$ cat src/rtl/alu_resp_pipe.sv
// Two-stage pipelined ALU responder over valid/ready: operands registered in s1, result in s2.
// Accept in cycle N gives out_valid in N+2; a held output stalls s1, which then drops in_ready.
module alu_resp_pipe #(
   parameter int WIDTH = 8,
   parameter int TAG_W = 4
) (
   input  logic             clk,
   input  logic             reset,
   input  logic             in_valid,
   output logic             in_ready,
   input  logic [WIDTH-1:0] A,
   input  logic [WIDTH-1:0] B,
   input  logic [3:0]       ALU_Sel,
   input  logic [TAG_W-1:0] in_tag,
   output logic             out_valid,
   input  logic             out_ready,
   output logic [WIDTH-1:0] ALU_Out,
   output logic             CarryOut,
   output logic             err,
   output logic [TAG_W-1:0] out_tag
);

   logic             s1_valid;
   logic [WIDTH-1:0] s1_a;
   logic [WIDTH-1:0] s1_b;
   logic [3:0]       s1_sel;
   logic [TAG_W-1:0] s1_tag;

   logic s2_free;
   logic s1_adv;
   logic accept;

   assign s2_free  = !out_valid || out_ready;
   assign s1_adv   = s1_valid && s2_free;
   assign in_ready = !s1_valid || s2_free;
   assign accept   = in_valid && in_ready;

   logic [WIDTH:0]       sum;
   logic [WIDTH:0]       diff;
   logic [2*WIDTH-1:0]   prod;
   logic [WIDTH-1:0]     res;
   logic                 res_carry;
   logic                 res_err;

   always_comb begin
      sum       = {1'b0, s1_a} + {1'b0, s1_b};
      diff      = {1'b0, s1_a} - {1'b0, s1_b};
      prod      = {{WIDTH{1'b0}}, s1_a} * {{WIDTH{1'b0}}, s1_b};
      res       = '0;
      res_carry = 1'b0;
      res_err   = 1'b0;
      case (s1_sel)
         4'd0:  begin res = sum[WIDTH-1:0];  res_carry = sum[WIDTH];  end
         // The extra bit of the widened difference is exactly the borrow (A < B).
         4'd1:  begin res = diff[WIDTH-1:0]; res_carry = diff[WIDTH]; end
         4'd2:  begin res = prod[WIDTH-1:0]; res_carry = |prod[2*WIDTH-1:WIDTH]; end
         4'd3: begin
            if (s1_b == '0) begin
               res     = '1;
               res_err = 1'b1;
            end else begin
               res = s1_a / s1_b;
            end
         end
         4'd4:  begin res = {s1_a[WIDTH-2:0], 1'b0}; res_carry = s1_a[WIDTH-1]; end
         4'd5:  begin res = {1'b0, s1_a[WIDTH-1:1]}; res_carry = s1_a[0];       end
         4'd6:  res = {s1_a[WIDTH-2:0], s1_a[WIDTH-1]};
         4'd7:  res = {s1_a[0], s1_a[WIDTH-1:1]};
         4'd8:  res = s1_a & s1_b;
         4'd9:  res = s1_a | s1_b;
         4'd10: res = s1_a ^ s1_b;
         4'd11: res = ~(s1_a | s1_b);
         4'd12: res = ~(s1_a & s1_b);
         4'd13: res = ~(s1_a ^ s1_b);
         4'd14: res = {{(WIDTH-1){1'b0}}, (s1_a > s1_b)};
         4'd15: res = {{(WIDTH-1){1'b0}}, (s1_a == s1_b)};
      endcase
   end

   always_ff @(posedge clk) begin
      if (reset) begin
         s1_valid  <= 1'b0;
         s1_a      <= '0;
         s1_b      <= '0;
         s1_sel    <= '0;
         s1_tag    <= '0;
         out_valid <= 1'b0;
         ALU_Out   <= '0;
         CarryOut  <= 1'b0;
         err       <= 1'b0;
         out_tag   <= '0;
      end else begin
         if (accept) begin
            s1_valid <= 1'b1;
            s1_a     <= A;
            s1_b     <= B;
            s1_sel   <= ALU_Sel;
            s1_tag   <= in_tag;
         end else if (s1_adv) begin
            s1_valid <= 1'b0;
         end

         // Output registers only load on advance, so a stalled result stays stable.
         if (s1_adv) begin
            out_valid <= 1'b1;
            ALU_Out   <= res;
            CarryOut  <= res_carry;
            err       <= res_err;
            out_tag   <= s1_tag;
         end else if (out_ready) begin
            out_valid <= 1'b0;
         end
      end
   end

endmodule
$ cat config.mk
export PLATFORM = sky130hd
export DESIGN_NAME = alu_resp_pipe
export DESIGN_NICKNAME = d
export VERILOG_FILES = /design/src/rtl/alu_resp_pipe.sv
export SDC_FILE = /design/constraint.sdc
export NUM_CORES = 1
export LEC_CHECK = 0
export CORE_UTILIZATION = 50
export DETAILED_ROUTE_END_ITERATION = 8
export GPL_TIMING_DRIVEN = 0
export PLACE_DENSITY = 0.69
export SYNTH_ARGS = -nofsm -noshare
export SYNTH_HDL_FRONTEND = slang
export SYNTH_SLANG_ARGS = --single-unit
$ cat constraint.sdc
create_clock -name clk -period 12.5 [get_ports clk]
set_input_delay 3.125 -clock clk [delete_from_list [all_inputs] [get_ports clk]]
set_output_delay 3.125 -clock clk [all_outputs]
set_load 0.02 [all_outputs]
==> run summary <==
Placed Area: 7370 um2
# clock sinks: 40
Worst skew pair latency: 0.28 ns
1st-pass router iterations: 6
Cell mode on critical path: ha_1
Number of post-CTS setup repair buffers: 0
Routed wire length: 21500 um
Critical path peak fanout: 10
Worst Path Required: 12.65 ns
Hold Crit Depth: 2
Worst-path clk slew: 0.05 ns
GRT Overall Usage: 0.314
Post-Syn Area per Cell: 7.58 um2
Adder-cell area share of the yosys netlist: 0.297
Vias in the first global route: 6317
Worst-Margin Slew: 0.864 ns
Fillers: 1317
Num CTS Buffers: 5
Run status: finished clean
Post-layout worst setup margin: 0.833 ns
Syn Nets: 1053
Synth Flop Type: dfxtp_1
Final setup skew: 0.00644 ns
DR WL/cell: 19.3 um
Final setup fails: 0
Yosys warnings: 0
Leak pwr: 3.18 nW
Final hold vios: 0
Hold EP: err$_SDFFE_PP0P_
Mapped Cells: 888
Reg2reg setup slack: 0.83 ns
Number of synthesized flops with an enable pin: 0
DRT iter0 DRCs: 630
Number of diodes: 0
Final GP Congestion: 0.991
Nets: 1103
Non-Filler Instances: 1115
Period minus WS final: 11.67 ns
Final core occ: 0.571
Area grow syn2layout: 11.9%
Synth Register Bits: 40
DRC: 0
Register area share after synthesis: 0.119
Worst slew margin: 0.409
CORE AREA: 13200 um2
CTS Root Cell: clkbuf_16
CP max stage delay: 0.56 ns
Synth Area in Compound Gates: 0.238
Distinct cells, synth: 79
Max clock buf depth: 2
Antenna viol nets, final: 0
I/O pin cnt: 44
WP data arrival: 11.81 ns
CTS tree: built
Largest family of logic cells by synthesized area: adder cells
Synth Cell Area: 6730 um2
# placed instances: 1106
Worst hold path type: flop to flop
Setup TNS: 0 ns
CP max stage cell: or4_4
Post-synthesis simple-gate area fraction: 0.202
Max-slew violation count: 0
Rows: 42
Maximum VDD drop: 0.151 mV
Starting density of the core: 0.510
Pre-CTS WS: 0.716 ns
H-tree levels: 2
Xor/xnor share of the synthesized area: 0.0403
I/O Buffers: 42
FFs w/ async S/R, synth: 0
PwrDens: 152 nW/um2
Fin crit share: 0.933
Kind of start point of the critical path: flop
Reg-to-Reg End: ALU_Out[0]$_SDFFE_PP0P_
RSZ-0062 raised after global routing: no
Die area: 13900 um2
Via density: 6.00
First-pass GRT wire length: 34300 um
Largest net degree at the start of global routing: 17
Die width: 118 um
Highest clock rate: 85.7 MHz
Crit. End Element: flop
Power Total: 1.15 mW
Min Hold Slack: 0.449 ns
Share of layout cells above drive strength 1: 0.0469
Hold_sp: err$_SDFFE_PP0P_
Design area: 7530 um2
MaxCap Viol Count: 0
HPWL Detailed: 16900 um
Mux cell area share after synthesis: 0.0264
Die height: 118 um
GRT Residual Overflow: 0
Initial antenna violation count: 0
Worst R2R Start: s1_b[6]$_SDFFE_PP0P_
Worst r2r path cells: 47
Routed vias: 6686
Setup CP Type: flop to flop
[area by class of cell]
| type | count | area [um2] | share of cell area |
|---|---|---|---|
| multi-input combinational | 712 | 5420 | 0.720 |
| sequential | 40 | 802 | 0.106 |
| buffer | 41 | 163 | 0.0216 |
| tap | 176 | 220 | 0.0292 |
| clock buffer | 8 | 146 | 0.0194 |
| timing repair buffer | 43 | 425 | 0.0565 |
| inverter | 95 | 357 | 0.0473 |
[worst max-delay path by stage]
| stage | cells after the start | endpoint | startpoint | slack, ns |
|---|---|---|---|---|
| 4_1_cts | 47 | ALU_Out[0]$_SDFFE_PP0P_ | s1_b[6]$_SDFFE_PP0P_ | 0.63 |
| 3_5_place_dp | 47 | ALU_Out[0]$_SDFFE_PP0P_ | s1_b[6]$_SDFFE_PP0P_ | 0.72 |
| 2_1_floorplan | 47 | ALU_Out[0]$_SDFFE_PP0P_ | s1_b[7]$_SDFFE_PP0P_ | 2.51 |
| 3_3_place_gp | 47 | ALU_Out[0]$_SDFFE_PP0P_ | s1_b[6]$_SDFFE_PP0P_ | 0.80 |
| 6_report | 47 | ALU_Out[0]$_SDFFE_PP0P_ | s1_b[6]$_SDFFE_PP0P_ | 0.83 |
| 5_1_grt | 47 | ALU_Out[0]$_SDFFE_PP0P_ | s1_b[6]$_SDFFE_PP0P_ | 0.09 |
[metal layers]
| layer | share of wire | wire length [um] | vias to the layer above | GRT usage |
|---|---|---|---|---|
| li1 | - | - | 3214 | - |
| met3 | 0.070 | 1500 | 67 | 0.0320 |
| met5 | 0 | 0 | - | 0 |
| met2 | 0.45 | 9600 | 305 | 0.510 |
| met4 | 0.041 | 891 | 0 | 0.131 |
| met1 | 0.44 | 9510 | 3100 | 0.424 |
[Yosys cell counts, drive strengths merged (5+ instances only)]
library cell | number | share of area
dfxtp | 40 | 0.12
xnor2 | 25 | 0.033
fa | 38 | 0.11
nand3 | 15 | 0.011
a31oi | 9 | 0.0084
o21bai | 5 | 0.0061
nor2b | 14 | 0.013
inv | 92 | 0.051
mux2 | 11 | 0.019
nor4 | 7 | 0.0074
o21a | 12 | 0.013
nand2b | 13 | 0.012
a2111oi | 5 | 0.0065
xor2 | 6 | 0.0078
a21o | 9 | 0.011
o31ai | 5 | 0.0063
o21ai | 48 | 0.037
clkbuf | 37 | 0.021
a21oi | 77 | 0.059
mux2i | 5 | 0.0074
ha | 99 | 0.18
or3 | 8 | 0.0074
a22oi | 5 | 0.0063
o22ai | 7 | 0.0065
nand4 | 5 | 0.0046
nor3 | 14 | 0.011
nand2 | 99 | 0.055
nor2 | 86 | 0.048
a211oi | 13 | 0.016
a221oi | 5 | 0.0065
[timing repair]
| action | CTS | global route |
|---|---|---|
| endpoints found under the setup margin | 0 | 1 |
| hold buffers | 0 | 0 |
| gates resized for setup | 0 | 3 |
[worst max-delay path, delay by kind of cell, from the launching register on]
kind	cells	cell delay, ns
AND/OR/NAND/NOR	5	1.42
flip-flops	1	0.31
AO/OA/AOI/OAI	27	5.34
buffers and inverters	4	1.07
multiplexers	4	1.36
adder cells (fa/ha/maj)	7	2.03
[cells by family after synthesis]
logic type	Yosys count
and+or+nand+nor	288
AOI/OAI and AO/OA	240
adders and majority gates	137
buffers and inverters	136
DFF	40
xor gates and xnor gates	31
muxes	16
[where the power goes]
group	switching, mW	internal, mW
logic	0.478	0.396
registers	0.0128	0.135
clock network	0.0477	0.0795
[state kept, by name, summed over array words and instances (netlist names)]
name and flops:
s1_a 8, out_tag 4, ALU_Out 8, err 1
CarryOut 1, s1_sel 4, s1_valid 1, s1_tag 4
s1_b 8, out_valid 1
[cell usage in the layout, fill, tap and decap left out, types with 5 or more instances in the layout]
cell             Yosys  layout
clkbuf_1            37      39
mux2i_1              5       5
fa_1                38      38
nand3_1             15      15
nand2_1             99      99
a31oi_1              9       9
a221oi_1             5       5
nor3_1              13      13
o21a_1              12      12
a211oi_1            12      12
clkdlybuf4s50_1      0      42
dfxtp_1             40      39
o21ai_0             43      42
nor2b_1             14      14
a21o_1               8       8
nor4_1               6       6
clkbuf_16            0       5
ha_1                99      99
o21ai_1              4       5
xor2_1               6       6
a2111oi_0            5       5
or3_1                8       8
a21oi_1             75      75
nand2b_1            13      13
nand4_1              5       5
nor2_1              86      86
inv_1               90      90
o22ai_1              7       7
xnor2_1             25      25
mux2_2              10      10
Note: power is estimated with default switching activity, not from simulation.
